$ cat config.mk
export PLATFORM = sky130hd
export DESIGN_NAME = piso_shift_serializer_flat
export DESIGN_NICKNAME = d
export VERILOG_FILES = /design/src/rtl/serial_pkg.sv /design/src/rtl/piso_shift_serializer_if.sv /design/src/rtl/piso_shift_serializer.sv /design/src/flat_wrapper.sv
export SDC_FILE = /design/constraint.sdc
export NUM_CORES = 1
export LEC_CHECK = 0
export CORE_AREA = 10 10 47 49
export DETAILED_ROUTE_END_ITERATION = 10
export DIE_AREA = 0 0 57 59
export PLACE_DENSITY = 0.57
export SYNTH_ARGS = -nofsm -noshare
export SYNTH_HDL_FRONTEND = slang
export SYNTH_SLANG_ARGS = --single-unit
$ cat constraint.sdc
create_clock -name clk -period 1.4 [get_ports clk]
set_input_delay 0.21 -clock clk [delete_from_list [all_inputs] [get_ports clk]]
set_output_delay 0.21 -clock clk [all_outputs]
set_load 0.01 [all_outputs]
$ cat src/rtl/serial_pkg.sv
// Shared definitions for the serial shift-register path: FSM encoding and the
// default word width used by both the transmit and receive ends.
package serial_pkg;

    localparam logic ST_IDLE  = 1'b0;
    localparam logic ST_SHIFT = 1'b1;

    localparam int unsigned SER_WIDTH = 4;

    typedef enum logic {
        StIdle  = ST_IDLE,
        StShift = ST_SHIFT
    } ser_state_e;

endpackage

$ cat src/rtl/piso_shift_serializer_if.sv
// Load handshake, pacing tick and serial output bundle of the serializer.
interface serial_if
    import serial_pkg::*;
#(
    parameter int unsigned WIDTH = SER_WIDTH
);

    logic             load_valid;
    logic             load_ready;
    logic [WIDTH-1:0] load_data;
    logic             shift_en;
    logic             sdata;
    logic             svalid;
    logic             slast;
    logic             busy;

    // Upstream/pacing side.
    modport master (
        output load_valid,
        output load_data,
        output shift_en,
        input  load_ready,
        input  sdata,
        input  svalid,
        input  slast,
        input  busy
    );

    // Serializer side.
    modport slave (
        input  load_valid,
        input  load_data,
        input  shift_en,
        output load_ready,
        output sdata,
        output svalid,
        output slast,
        output busy
    );

endinterface

$ cat src/rtl/piso_shift_serializer.sv
// Parallel-in, serial-out transmitter: accepts a word on a valid/ready handshake
// and emits one registered bit per shift_en tick with a strobe and end-of-word flag.
module piso_shift_serializer
    import serial_pkg::*;
#(
    parameter int unsigned WIDTH     = SER_WIDTH,
    parameter bit          MSB_FIRST = 1'b1
) (
    input  logic      clk,
    input  logic      rstn,
    serial_if.slave   bus
);

    localparam int unsigned CNT_W = $clog2(WIDTH);

    ser_state_e       state_q, state_d;
    logic [WIDTH-1:0] shreg_q, shreg_d;
    logic [CNT_W-1:0] cnt_q, cnt_d;
    logic             sdata_q, sdata_d;
    logic             svalid_q, svalid_d;
    logic             slast_q, slast_d;

    always_comb begin
        state_d  = state_q;
        shreg_d  = shreg_q;
        cnt_d    = cnt_q;
        sdata_d  = sdata_q;
        svalid_d = 1'b0;
        slast_d  = 1'b0;

        unique case (state_q)
            StIdle: begin
                if (bus.load_valid) begin
                    shreg_d = bus.load_data;
                    cnt_d   = CNT_W'(WIDTH - 1);
                    state_d = StShift;
                end
            end
            StShift: begin
                if (bus.shift_en) begin
                    svalid_d = 1'b1;
                    // Emit from the leading end, then shift toward it with zero fill.
                    if (MSB_FIRST) begin
                        sdata_d = shreg_q[WIDTH-1];
                        shreg_d = {shreg_q[WIDTH-2:0], 1'b0};
                    end else begin
                        sdata_d = shreg_q[0];
                        shreg_d = {1'b0, shreg_q[WIDTH-1:1]};
                    end
                    if (cnt_q == '0) begin
                        slast_d = 1'b1;
                        state_d = StIdle;
                    end else begin
                        cnt_d = cnt_q - 1'b1;
                    end
                end
            end
            default: state_d = StIdle;
        endcase
    end

    always_ff @(posedge clk) begin
        if (!rstn) begin
            state_q  <= StIdle;
            shreg_q  <= '0;
            cnt_q    <= '0;
            sdata_q  <= 1'b0;
            svalid_q <= 1'b0;
            slast_q  <= 1'b0;
        end else begin
            state_q  <= state_d;
            shreg_q  <= shreg_d;
            cnt_q    <= cnt_d;
            sdata_q  <= sdata_d;
            svalid_q <= svalid_d;
            slast_q  <= slast_d;
        end
    end

    assign bus.load_ready = (state_q == StIdle);
    assign bus.busy       = (state_q == StShift);
    assign bus.sdata      = sdata_q;
    assign bus.svalid     = svalid_q;
    assign bus.slast      = slast_q;

endmodule
$ cat src/flat_wrapper.sv
// flat-port wrapper written by rule: the top's interface ports become plain ports
module piso_shift_serializer_flat import serial_pkg::*;
#(
    parameter int unsigned WIDTH     = SER_WIDTH,
    parameter bit          MSB_FIRST = 1'b1
)
  (clk, rstn, bus_load_valid, bus_load_data, bus_shift_en, bus_load_ready, bus_sdata, bus_svalid, bus_slast, bus_busy);
  serial_if #(.WIDTH(WIDTH)) bus_i ();
  input  logic clk;
  input  logic rstn;
  input wire logic [$bits(bus_i.load_valid)-1:0] bus_load_valid;
  input wire logic [$bits(bus_i.load_data)-1:0] bus_load_data;
  input wire logic [$bits(bus_i.shift_en)-1:0] bus_shift_en;
  output wire logic [$bits(bus_i.load_ready)-1:0] bus_load_ready;
  output wire logic [$bits(bus_i.sdata)-1:0] bus_sdata;
  output wire logic [$bits(bus_i.svalid)-1:0] bus_svalid;
  output wire logic [$bits(bus_i.slast)-1:0] bus_slast;
  output wire logic [$bits(bus_i.busy)-1:0] bus_busy;
  assign bus_i.load_valid = bus_load_valid;
  assign bus_i.load_data = bus_load_data;
  assign bus_i.shift_en = bus_shift_en;
  assign bus_load_ready = bus_i.load_ready;
  assign bus_sdata = bus_i.sdata;
  assign bus_svalid = bus_i.svalid;
  assign bus_slast = bus_i.slast;
  assign bus_busy = bus_i.busy;
  piso_shift_serializer #(.WIDTH(WIDTH), .MSB_FIRST(MSB_FIRST)) u_core (.clk(clk), .rstn(rstn), .bus(bus_i));
endmodule
==> summary.txt <==
Clock network
  – Later-pin clock latency in the skew report: approximately 260 ps
  – Number of clock sinks: 10
  – Clk buf depth: 2
  – Clock transition at the registers of the reported paths: roughly 70 ps
  – Hold bufs inserted after CTS: 0
  – Htree depth: 1
  – TritonCTS clock tree: yes
  – Root Buffer: clkbuf_4
  – Postcts setup bufs: 0
  – Cts bufs inserted: 3

STA
  – Clock Skews: between 5 and 6 ps
  – Final hold viol count: 0
  – Tmin final: 1330 ps
  – Worst Max-Slew Pin Slew: between 200 and 300 ps
  – Slew headroom: between 80% and 90%
  – Total negative slack: 0 ps
  – RSZ-0062 raised after global routing: no
  – Peak Freq: about 750 MHz
  – Max Slew Vio Count: 0
  – Finish-stage setup viols: 0
  – Final worst-path cycle share: between 90% and 100%
  – Minimum setup slack in the final design: roughly 70 ps

Final layout
  – Post-layout util: 44.2%
  – Finished Cell Area: 619 sq um
  – Ant diodes: 0
  – Layout cells sized above 1: about a quarter
  – Total Nets Final: 71
  – Area growth syn-to-layout: 43.5%

Drt
  – Iteration-0 DRC Markers: 3
  – Pre-Repair DR Iteration Count: 2
  – Drt wl/cell: around 11 um
  – Vias: approximately 350
  – Residual DRC: 0
  – Routed WL: 840 um
  – ANT nets after route: 0
  – DR vias/cell: 4.58

Floorplan
  – I/O Pins: 13
  – Core box area: 0.00140 sq mm
  – Die W: ~57 um
  – Cell Rows: 14
  – Initial Utilization: ~31%
  – Die area: between 0.003 and 0.004 sq mm
  – Die Y: about 59 um

Power and ir drop
  – Leak: roughly 0.00025 uW
  – PwrDens: between 1000 and 1500 mW/mm^2
  – VDD IR max: around 0.45 mV

Logic synthesis
  – Yosys warns: 0
  – Post-Syn Area: around 430 sq um
  – Simple-Gate Fraction of Synth Area: between 10% and 20%
  – Synth Register Bits: 10
  – Sequential fraction of the synthesis area: 46.4%
  – Main combinational cell family by area after synthesis: simple AND/OR/NAND/NOR gates
  – Synth Flop Type: dfxtp_1
  – Area share of the largest cell type after synthesis: a little under half
  – Average cell area after synthesis: 10.0 sq um
  – Synth Area in Adders: under 10%
  – Number of flops mapped to enable cells by yosys: 0
  – Cells after synthesis: 43
  – Ranking of synthesized cells by area: dfxtp_1 (46%), mux2i_1 (7.0%), a211oi_1 (7.0%)
  – XOR/XNOR share of the synthesized area: 0%
  – Most frequent cell after synthesis: dfxtp_1
  – Post-synth top cells: dfxtp_1 (10), a211oi_1 (4), inv_1 (4), nor2_1 (4)
  – Post-synth top area cell: dfxtp_1
  – Syn Nets: between 50 and 60
  – Async S/R FF share, synth: 0%
  – Synth unique cells: 19
  – Mux share of post-synthesis cell area: a little under a tenth
  – Compound-Gate Fraction of Synth Area: between 10% and 20%

Placement
  – Placer Congestion: 0.717
  – I/O Buffers: 12
  – Placed Instance Area: a little under 600 sq um
  – Place WS: ~60 ps
  – Final HPWL DP: 686 um

Setup path
  – Critical Path AT: approximately 1100 ps
  – Stages on the worst setup path: 1
  – CP peak stage delay: roughly 530 ps
  – Top delay family on crit path: buffers and inverters
  – Buf/Inv on CP: 1
  – Crit path launch type: flip-flop
  – Slowest CP cell: clkdlybuf4s50_1
  – CP max FO: 2
  – R2r worst-path depth: 5
  – Crit path required time: approximately 1200 ps
  – Setup CP Type: reg2out
  – CP Cell Sequence: clkdlybuf4s50_1
  – Crit. End Element: output port

Global routing
  – Initial antenna violation count: 0
  – Largest net degree at the start of global routing: 9
  – Gr usage total: under 10%
  – GRT overflow: 0
  – Global-route wire length before repair: around 1400 um
  – Number of global-route vias before repair: about 350

Min path
  – Hold Path Class: reg2reg
  – Min-Delay Path Depth: 2

Job
  – Maxcap violations: 0

Run status
  – Status: finished, final reports clean
==> final timing paths <==
path                                 start                       endpoint  slack (ps)
max          u_core.bus.sdata$_SDFFE_PN0P_                      bus_sdata          70
min          u_core.bus.sdata$_SDFFE_PN0P_  u_core.bus.sdata$_SDFFE_PN0P_         450
max reg2reg   u_core.cnt_q[0]$_SDFFE_PN0P_   u_core.cnt_q[1]$_SDFFE_PN0P_         100
min reg2reg  u_core.bus.sdata$_SDFFE_PN0P_  u_core.bus.sdata$_SDFFE_PN0P_         450
==> stage by stage <==
stage	hold WS (ps)	instances	total power (uW)
6_report	452	77	700
5_1_grt	478	77	740
4_1_cts	458	77	713
3_5_place_dp	448	73	456
3_3_place_gp	448	73	455
2_1_floorplan	320	43	401
==> power breakdown <==
part | switching [uW] | internal, uW
clock | 97.7 | 158
sequential | 14.7 | 307
combinational | 51.8 | 71.1
==> cell usage in the layout, fill, tap and decap left out, drive strengths merged, types with 2 or more instances in the layout <==
| cell | synthesis | routed |
|---|---|---|
| dlygate4sd2 | 0 | 2 |
| a21oi | 2 | 2 |
| clkbuf | 0 | 4 |
| clkdlybuf4s50 | 0 | 10 |
| nand2 | 3 | 3 |
| dfxtp | 10 | 10 |
| a211oi | 4 | 4 |
| buf | 1 | 3 |
| nor3 | 2 | 2 |
| mux2i | 3 | 3 |
| inv | 4 | 4 |
| nor2 | 4 | 4 |
==> per-layer routing <==
| metal | vias up | track usage (%) | routed length (um) |
|---|---|---|---|
| met5 | - | 0 | 0 |
| met4 | 0 | 4.03 | 8 |
| met3 | 2 | 3.22 | 84 |
| met2 | 10 | 7.44 | 356 |
| met1 | 153 | 5.16 | 391 |
| li1 | 188 | - | - |
==> cell type report <==
type,count,area (sq um)
flip-flops and latches,10,203
multi-input cells,28,205
repair buffers,15,140
well taps,16,20.0
fillers,158,782
inverters,4,15.0
clock buffers,4,36.3
==> flip-flops by register name, summed over array words and instances, names as in the netlist <==
name               cells
u_core.shreg_q         4
u_core.bus.slast       1
u_core.bus.svalid      1
u_core.bus.busy        1
u_core.bus.sdata       1
u_core.cnt_q           2
==> repair_timing <==
action | in CTS | in global routing
hold endpoints to repair | 0 | 0
setup endpoints to repair | 2 | 2
gates resized for setup | 3 | 1
pin swaps | 0 | 0
==> kinds of logic after synthesis <==
kind of cell    Yosys count
buf+inv                   5
flops                    10
simple gates             14
compound gates            9
fa+ha+maj                 1
mux                       4
No activity file was read; power rests on OpenSTA's default activity.
